===== src/rtl/alu_exec_if.sv =====
// Handshake/operand bundle between the decode/operand-mux stage, the ALU
// execute unit and the writeback/branch logic.
//   in_valid/in_ready   : request handshake (operands + control code)
//   alu_ctrl            : 4-bit operation code from the ALU control decoder
//   op_a/op_b           : operands; op_b low bits carry the shift amount
//   out_valid/out_ready : result handshake
//   result/zero         : registered result and its zero flag
// master = upstream/downstream side driving requests and consuming results,
// slave  = the execute unit.
interface alu_exec_if #(
    parameter int WIDTH = 32
);
    logic             in_valid;
    logic             in_ready;
    logic [3:0]       alu_ctrl;
    logic [WIDTH-1:0] op_a;
    logic [WIDTH-1:0] op_b;
    logic             out_valid;
    logic             out_ready;
    logic [WIDTH-1:0] result;
    logic             zero;

    modport master (
        output in_valid, alu_ctrl, op_a, op_b, out_ready,
        input  in_ready, out_valid, result, zero
    );

    modport slave (
        input  in_valid, alu_ctrl, op_a, op_b, out_ready,
        output in_ready, out_valid, result, zero
    );
endinterface


===== src/rtl/alu_exec_unit.sv =====
// Multi-cycle ALU execute unit. Logic/arithmetic ops and SLT finish at the
// accept edge; shifts iterate one bit position per cycle instead of using a
// barrel shifter.
// Ports:
//   clk   : rising-edge clock
//   reset : synchronous, active-high; aborts any operation in flight
//   bus   : alu_exec_if slave modport (in_valid/in_ready, alu_ctrl, op_a,
//           op_b, out_valid/out_ready, result, zero)
module alu_exec_unit #(
    parameter int WIDTH   = 32,
    parameter int SHAMT_W = 5
) (
    input  logic       clk,
    input  logic       reset,
    alu_exec_if.slave  bus
);

    localparam logic [3:0] OP_ADD = 4'b0000;
    localparam logic [3:0] OP_SUB = 4'b0001;
    localparam logic [3:0] OP_AND = 4'b0010;
    localparam logic [3:0] OP_OR  = 4'b0011;
    localparam logic [3:0] OP_XOR = 4'b0100;
    localparam logic [3:0] OP_SLL = 4'b0101;
    localparam logic [3:0] OP_SRL = 4'b0110;
    localparam logic [3:0] OP_SRA = 4'b0111;
    localparam logic [3:0] OP_SLT = 4'b1000;

    typedef enum logic [1:0] {
        IDLE  = 2'b00,
        SHIFT = 2'b01,
        DONE  = 2'b10
    } state_t;

    state_t               state;
    logic                 in_ready_r;
    logic                 out_valid_r;
    logic [WIDTH-1:0]     result_r;
    logic                 zero_r;
    logic [WIDTH-1:0]     shift_reg;
    logic [SHAMT_W-1:0]   shamt_cnt;
    logic [3:0]           shift_code;

    logic [WIDTH-1:0]     alu_res;
    logic [WIDTH-1:0]     shift_next;
    logic [SHAMT_W-1:0]   shamt_in;

    function automatic logic is_shift(input logic [3:0] code);
        return (code == OP_SLL) || (code == OP_SRL) || (code == OP_SRA);
    endfunction

    // Single-cycle ops. Shift codes never reach this path; they fall to 0.
    function automatic logic [WIDTH-1:0] alu_op(input logic [3:0] code,
                                                input logic [WIDTH-1:0] a,
                                                input logic [WIDTH-1:0] b);
        logic signed [WIDTH-1:0] a_s;
        logic signed [WIDTH-1:0] b_s;
        a_s = a;
        b_s = b;
        case (code)
            OP_ADD:  return a + b;
            OP_SUB:  return a - b;
            OP_AND:  return a & b;
            OP_OR:   return a | b;
            OP_XOR:  return a ^ b;
            OP_SLT:  return {{(WIDTH-1){1'b0}}, (a_s < b_s)};
            default: return '0;
        endcase
    endfunction

    // One bit position of the iterative shifter.
    function automatic logic [WIDTH-1:0] shift_one(input logic [3:0] code,
                                                   input logic [WIDTH-1:0] v);
        logic signed [WIDTH-1:0] v_s;
        v_s = v;
        case (code)
            OP_SLL:  return v << 1;
            OP_SRL:  return v >> 1;
            OP_SRA:  return v_s >>> 1;
            default: return v;
        endcase
    endfunction

    always_comb begin
        alu_res    = alu_op(bus.alu_ctrl, bus.op_a, bus.op_b);
        shift_next = shift_one(shift_code, shift_reg);
        shamt_in   = bus.op_b[SHAMT_W-1:0];
    end

    always_ff @(posedge clk) begin
        if (reset) begin
            state       <= IDLE;
            in_ready_r  <= 1'b1;
            out_valid_r <= 1'b0;
            result_r    <= '0;
            zero_r      <= 1'b1;
            shift_reg   <= '0;
            shamt_cnt   <= '0;
            shift_code  <= OP_ADD;
        end else begin
            case (state)
                IDLE: begin
                    if (bus.in_valid) begin
                        in_ready_r <= 1'b0;
                        if (!is_shift(bus.alu_ctrl)) begin
                            result_r    <= alu_res;
                            zero_r      <= (alu_res == '0);
                            out_valid_r <= 1'b1;
                            state       <= DONE;
                        end else if (shamt_in == '0) begin
                            result_r    <= bus.op_a;
                            zero_r      <= (bus.op_a == '0);
                            out_valid_r <= 1'b1;
                            state       <= DONE;
                        end else begin
                            shift_reg  <= bus.op_a;
                            shamt_cnt  <= shamt_in;
                            shift_code <= bus.alu_ctrl;
                            state      <= SHIFT;
                        end
                    end
                end

                SHIFT: begin
                    shift_reg <= shift_next;
                    shamt_cnt <= shamt_cnt - 1'b1;
                    // Last bit position: publish the shifted value directly
                    // so out_valid rises exactly shamt cycles after accept.
                    if (shamt_cnt == SHAMT_W'(1)) begin
                        result_r    <= shift_next;
                        zero_r      <= (shift_next == '0);
                        out_valid_r <= 1'b1;
                        state       <= DONE;
                    end
                end

                DONE: begin
                    if (bus.out_ready) begin
                        out_valid_r <= 1'b0;
                        in_ready_r  <= 1'b1;
                        state       <= IDLE;
                    end
                end

                default: begin
                    out_valid_r <= 1'b0;
                    in_ready_r  <= 1'b1;
                    state       <= IDLE;
                end
            endcase
        end
    end

    assign bus.in_ready  = in_ready_r;
    assign bus.out_valid = out_valid_r;
    assign bus.result    = result_r;
    assign bus.zero      = zero_r;

endmodule


===== src/flat_wrapper.sv =====
// flat-port wrapper written by rule: the top's interface ports become plain ports
module alu_exec_unit_flat 
#(
    parameter int WIDTH   = 32,
    parameter int SHAMT_W = 5
)
  (clk, reset, bus_in_valid, bus_alu_ctrl, bus_op_a, bus_op_b, bus_out_ready, bus_in_ready, bus_out_valid, bus_result, bus_zero);
  alu_exec_if #(.WIDTH(WIDTH)) bus_i ();
  input  logic clk;
  input  logic reset;
  input wire logic [$bits(bus_i.in_valid)-1:0] bus_in_valid;
  input wire logic [$bits(bus_i.alu_ctrl)-1:0] bus_alu_ctrl;
  input wire logic [$bits(bus_i.op_a)-1:0] bus_op_a;
  input wire logic [$bits(bus_i.op_b)-1:0] bus_op_b;
  input wire logic [$bits(bus_i.out_ready)-1:0] bus_out_ready;
  output wire logic [$bits(bus_i.in_ready)-1:0] bus_in_ready;
  output wire logic [$bits(bus_i.out_valid)-1:0] bus_out_valid;
  output wire logic [$bits(bus_i.result)-1:0] bus_result;
  output wire logic [$bits(bus_i.zero)-1:0] bus_zero;
  assign bus_i.in_valid = bus_in_valid;
  assign bus_i.alu_ctrl = bus_alu_ctrl;
  assign bus_i.op_a = bus_op_a;
  assign bus_i.op_b = bus_op_b;
  assign bus_i.out_ready = bus_out_ready;
  assign bus_in_ready = bus_i.in_ready;
  assign bus_out_valid = bus_i.out_valid;
  assign bus_result = bus_i.result;
  assign bus_zero = bus_i.zero;
  alu_exec_unit #(.WIDTH(WIDTH), .SHAMT_W(SHAMT_W)) u_core (.clk(clk), .reset(reset), .bus(bus_i));
endmodule

===== config.mk =====
export PLATFORM = sky130hd
export DESIGN_NAME = alu_exec_unit_flat
export DESIGN_NICKNAME = d
export VERILOG_FILES = /design/src/rtl/alu_exec_if.sv /design/src/rtl/alu_exec_unit.sv /design/src/flat_wrapper.sv
export SDC_FILE = /design/constraint.sdc
export NUM_CORES = 1
export LEC_CHECK = 0
export CORE_AREA = 2 2 151 153
export CTS_CLUSTER_SIZE = 40
export DETAILED_ROUTE_END_ITERATION = 6
export DIE_AREA = 0 0 153 155
export HOLD_SLACK_MARGIN = 0.15
export MAX_ROUTING_LAYER = met4
export PLACE_DENSITY = 0.76
export SYNTH_ARGS = -nofsm -noshare
export SYNTH_HDL_FRONTEND = slang
export SYNTH_SLANG_ARGS = --single-unit

===== constraint.sdc =====
create_clock -name clk -period 4.7 [get_ports clk]
set_input_delay 0.94 -clock clk [delete_from_list [all_inputs] [get_ports clk]]
set_output_delay 0.94 -clock clk [all_outputs]
set_load 0.05 [all_outputs]

# Yosys cells after proc, flatten, opt, wreduce, memory -nomap -nowiden
# Cells that the tools add are included.
# classes
add_sub_neg	3
magnitude_cmp	1
n_eq_ne	20
n_mux	35
bitwise	5
reduce_logical	15
# op_table
cell	count
two-way mux 32 bit	7
one-hot mux 32 bit (6 select lines)	1
one-hot mux 32 bit (2 select lines)	2
logical NOT 32 bit	3
one-hot mux 32 bit (3 select lines)	1
adder 32 bit	1
AND 32 bit	1
less-than comparator 32 bit	1
OR 32 bit	1
subtractor 32 bit	1
XOR 32 bit	1
== test 4 x 3 -> 1 bit (second input constant)	7
AND reduction 4 bit	4
two-way mux 5 bit	3
two-way mux 1 bit	11
two-way mux 2 bit	5
one-hot mux 5 bit (2 select lines)	1
== test 4 x 2 -> 1 bit (second input constant)	2
inequality test 2 bit (second input constant)	3
one-hot mux 1 bit (3 select lines)	2
one-hot mux 2 bit (3 select lines)	1
AND reduction 3 bit	2
== test 5 x 1 -> 1 bit (second input constant)	1
logical NOT 5 bit	1
other kinds (13)	16
# word_totals
regBits	78
inputBits	72
out_inout_bits	35
elab_cells	87

# Logic depth before layout (Yosys ltp)
# depth
ltp_word	6
mapped_depth	16
depth_no_buf	16

# Worst setup path before layout
# Ideal clock, no wire load.
# synth_path
kind	input to register
start	in bus_op_b[1]
end	reg u_core.result_r[31] (netlist: u_core.bus.result[31])
setup_ps	143
arrival_time_ps	3787
t_required_ps	4557
path_slack_ps	770
cell_stages	14
n_path_buf	0
path_cell_list	inv_1 > ha_1 > o21ba_2 > or4_4 > a211oi_4 > a211oi_2 > a31oi_4 > a41oi_2 > a2111oi_4 > a2111oi_2 > mux2i_1 > nor4_1 > a211o_1 > a311oi_1
# synth_between
elab_chain_cells	5
word_cells_on_any_way	9
cone_classes	2 x add/sub; 1 x eq/ne; 4 x mux; 2 x reduce/logical
# synth_lines
item	line_no	rtl
start, declared	flat_wrapper.sv:14	input wire logic [$bits(bus_i.op_b)-1:0] bus_op_b;
subtractor 32 bit or adder 32 bit (tied branches)	alu_exec_unit.sv:61, alu_exec_unit.sv:60	
one-hot mux 32 bit (6 select lines)	alu_exec_unit.sv:59	case (code)
two-way mux 32 bit	alu_exec_unit.sv:104	if (!is_shift(bus.alu_ctrl)) begin
two-way mux 32 bit	alu_exec_unit.sv:102	if (bus.in_valid) begin
one-hot mux 32 bit (2 select lines)	alu_exec_unit.sv:100	case (state)
end signal, assigned	alu_exec_unit.sv:105	result_r <= alu_res;
end signal, assigned	alu_exec_unit.sv:110	result_r <= bus.op_a;
end signal, assigned	alu_exec_unit.sv:129	result_r <= shift_next;
end, declared	alu_exec_unit.sv:37	logic [WIDTH-1:0] result_r;
# Several ways; a longest one is shown, not always the timed one. The select of a mux whose other input is x is not followed.
# A chain may end at the register's enable or synchronous reset.

# Final worst setup path
# layout_path
start	in bus_op_a[0]
end	reg u_core.zero_r (netlist: u_core.bus.zero)
# layout_between
elab_chain_cells	6
word_cells_on_any_way	13
cone_classes	2 x add/sub; 1 x order compare; 5 x mux; 3 x bitwise; 2 x reduce/logical
# layout_lines
item	line_no	rtl
start, declared	flat_wrapper.sv:13	input wire logic [$bits(bus_i.op_a)-1:0] bus_op_a;
subtractor 32 bit (tied with other cells)	alu_exec_unit.sv:61	OP_SUB: return a - b;
one-hot mux 32 bit (6 select lines)	alu_exec_unit.sv:59	
logical NOT 32 bit	alu_exec_unit.sv:106	zero_r <= (alu_res == '0);
two-way mux 1 bit *	alu_exec_unit.sv:104	
two-way mux 1 bit *	alu_exec_unit.sv:102	
one-hot mux 1 bit (2 select lines) *	alu_exec_unit.sv:100	
end signal, assigned	alu_exec_unit.sv:106	
end signal, assigned	alu_exec_unit.sv:111	zero_r <= (bus.op_a == '0);
end signal, assigned	alu_exec_unit.sv:130	zero_r <= (shift_next == '0);
end, declared	alu_exec_unit.sv:38	logic zero_r;
# Mark *: on every way between the ends. The rest lies on a longest branch, timed or not. The select of a mux whose other input is x is not followed.

==> flow_metrics.py <==
metrics = {
    "run_status": {
        "status": "completed",
    },
    "worst_setup_path": {
        "startpoint_type": "input pin",
        "crit_chain": "clkdlybuf4s50_1 > inv_1 > ha_1 > inv_1 > fa_1 > nand2b_1 > a2111o_1 > a2111oi_2 > buf_4 > nor4_2 > a21o_1 > o21ai_2 > a21oi_1 > nor4b_1 > and4_1 > and3_1 > nand4_1 > o21ai_1",
        "critical_path.startpoint": "bus_op_a[0]",
        "critPathBufInv": 4,
        "cp.required_ns": 4.97,
        "cpMostUsedCell": "inv_1",
        "cp_data_arrival_time_ns": 4.81,
        "crit_family": "compound AO/OA/AOI/OAI gates",
        "reg2reg_from": "u_core.shift_code[3]",
        "cp_slowest_cell": "clkdlybuf4s50_1",
        "rr_worst_depth": 8,
        "regToRegEndpoint": "u_core.bus.zero",
        "critical_path_class": "input pin to flop",
        "crit_path_max_incr_delay_ns": 0.52,
        "crit_fanout": 4,
        "r2r_slack_ns": 1.51,
        "crit_path_end_kind": "flop",
    },
    "final_layout": {
        "drive_gt1_frac": 0.158,
        "fin_nets": 1868,
        "seq_area_sq_mm": 0.00156,
        "layout_commonest_cell": "buf_4",
        "fillers": 2136,
        "final_cell_mix": "213 x buf_4, 187 x nor2_1, 182 x a21oi_1, 124 x nand2_1",
        "final_core_util": 0.578,
        "multiInputGateArea_sq_mm": 0.00754,
        "fin_cells": 1980,
        "final_area_sq_mm": 0.0128,
        "syn_to_final_growth_pct": 31.0,
    },
    "clock_tree": {
        "cts_tree": "built",
        "cts_max_level": 3,
        "cts_buffer_depth": 2,
        "cts_made_buffers": 9,
        "clkTransAtPathRegs_ns": 0.06,
        "ctsRootBufferMaster": "clkbuf_16",
        "postCtsHoldBufs": 0,
        "cts.sinks": 78,
        "clk_latency_ns": 0.34,
    },
    "power_and_ir_drop": {
        "p_seq_frac": 0.256,
        "powerDensity_mw_per_mm2": 228,
        "p_sw_frac": 0.391,
        "p_comb_frac": 0.470,
        "p_int_mw": 1.79,
        "ir_worst_vdd_mv": 0.185,
        "leakagePower_nw": 5.33,
        "p_switching_mw": 1.15,
        "clock_power_share": 0.274,
    },
    "synth": {
        "synth_edf_count": 0,
        "yosysSeqAreaShare": 0.159,
        "synth_cell_type_count": 84,
        "synth_nets": 1642,
        "async_flop_share": 0,
        "ys_ff_latch": 78,
        "netlist_area_sq_mm": 0.00981,
        "postSynthAreaPerCell_sq_um": 6.70,
        "synth_flop_cell": "dfxtp_1",
        "synthTopCellsByArea": "dfxtp_1 16%, ha_1 13%, a21oi_1 9.4%",
        "yosys_warnings": 0,
        "syn_inst": 1463,
        "synth.top_cell.area_share": 0.159,
        "synth_top_area_cell": "dfxtp_1",
    },
    "sta": {
        "fin_worst_skew_ns": 0.00533,
        "worst_slew_pin_slew_ns": 1.17,
        "holdWs_ns": 0.449,
        "rsz0062_at_grt": "false",
        "hold_violations": 0,
        "slew_headroom": 0.220,
        "finalSetupTns_ns": 0,
        "fmax_mhz": 220,
        "period_share": 0.965,
        "finalCriticalPeriod_ns": 4.54,
        "setup_viol": 0,
        "timing.final.max_slew_violations": 0,
    },
    "floorplanning": {
        "rows": 55,
        "die_h_um": 155,
        "core_area_sq_mm": 0.0222,
        "die_w_um": 153,
        "io_pins": 107,
        "initial_core_util": 0.441,
        "die_area_sq_mm": 0.0237,
    },
    "placement": {
        "dp_cells": 1963,
        "place_area_sq_mm": 0.0125,
        "gp_congestion": 1.06,
        "place_hpwl_um": 33200,
        "io_buffers": 106,
    },
    "routing": {
        "postRouteAntennaNets": 0,
        "drc": 0,
        "finalWirelength_um": 41800,
        "vias": 12400,
        "dr.pass1.iters": 6,
        "drt-initial-drc-count": 1209,
        "wl_per_cell_um": 21.1,
        "via_per_inst": 6.25,
    },
    "global_routing": {
        "grt_pass1_vias": 11700,
        "overflow": 0,
        "grt_usage": 0.353,
        "grt_start_max_net_pins": 64,
        "grt_antenna_before_repair": 0,
        "grt_first_pass_wirelength_um": 65000,
    },
    "job": {
        "cap_violations": 0,
    },
    "worst_hold_path": {
        "worstHoldStart": "u_core.bus.result[24]",
        "hp-class": "flop to flop",
        "min_to": "u_core.bus.result[24]",
        "hold_depth": 2,
    },
}
==> what timing repair did <==
item                                   in CTS  in global routing
endpoints found under the hold margin       0                  0
setup buffers                               0                  0
gates resized for setup                     0                  8
setup endpoints to repair                   0                  4
==> Yosys cell counts, types with 7 or more instances <==
master    instances
a22oi_1          35
buf_2             7
and2_1            7
nor3_1           46
nor4_1           19
a21o_1           11
or3_1             9
a221oi_1         13
o21ai_1          16
a21oi_1         184
nand4_1          18
and3_1            9
o31ai_1          11
clkbuf_1         89
buf_1             8
nor2_1          188
nor2b_1          19
inv_2             9
a211oi_1         58
nand2_1         124
o21ai_0          64
o211ai_1         24
dfxtp_1          78
ha_1            105
nand2b_1         14
mux2i_1           8
o22ai_1           7
a31oi_1          21
nand3_1          34
inv_1            94
nor3b_1           7
==> power groups by stage <==
stage	clock network (mW)	logic, mW	registers [mW]
final	0.804	1.38	0.750
after global routing	0.835	1.47	0.756
after CTS	0.805	1.34	0.748
after global placement	0	1.33	0.760
after detailed placement	0	1.34	0.762
after floorplan	0	0.664	0.834
==> tightest hold or removal path, stage by stage (launching register included) <==
cell	delay (ns)
dfxtp_1	0.31
nand2_1	0.05
a21oi_1	0.05
==> per-stage QoR <==
| step | setup slack, ns | total power [mW] |
|---|---|---|
| 2_1_floorplan | 0.770 | 1.50 |
| 3_3_place_gp | -0.0999 | 2.09 |
| 3_5_place_dp | -0.230 | 2.10 |
| 4_1_cts | 0.0754 | 2.90 |
| 5_1_grt | 0.0239 | 3.06 |
| 6_report | 0.165 | 2.93 |
==> cell families (layout without fill, tap and decap cells) <==
group           after synthesis  in the layout  share of synthesized area
mux                          10             10                     0.0105
simple gates                521            521                      0.249
compound gates              535            535                      0.359
fa+ha+maj                   107            107                      0.138
flops                        78             78                      0.159
other cells                   0              1                          0
buf+inv                     207            438                     0.0801
xor+xnor                      5              5                    0.00446
==> worst max-delay path by stage <==
| stage | end | slack, ns | cells after the start |
|---|---|---|---|
| 6_report | u_core.bus.zero | 0.16 | 18 |
| 5_1_grt | u_core.bus.zero | 0.02 | 16 |
| 4_1_cts | u_core.bus.zero | 0.08 | 17 |
| 3_5_place_dp | u_core.bus.zero | -0.23 | 17 |
| 3_3_place_gp | u_core.bus.zero | -0.1 | 17 |
| 2_1_floorplan | u_core.bus.result[31] | 0.77 | 14 |
==> routing by layer <==
metal / wire length [um] / vias up / global-route usage
met5: 0 / - / -
met3: 3440 / 135 / 0.0479
met1: 16900 / 5775 / 0.436
li1: - / 5807 / -
met2: 19200 / 665 / 0.575
met4: 2310 / 0 / 0.166
==> layout make-up <==
type / instances / share of cell area
Antenna cell: 1 / 0.000195
Clock inverter: 6 / 0.00857
Tap cell: 285 / 0.0278
Inverter: 103 / 0.0301
Multi-Input combinational cell: 1178 / 0.587
Clock buffer: 10 / 0.0178
Sequential cell: 78 / 0.122
Timing Repair Buffer: 319 / 0.207
Power figures use the tool's default switching activity.
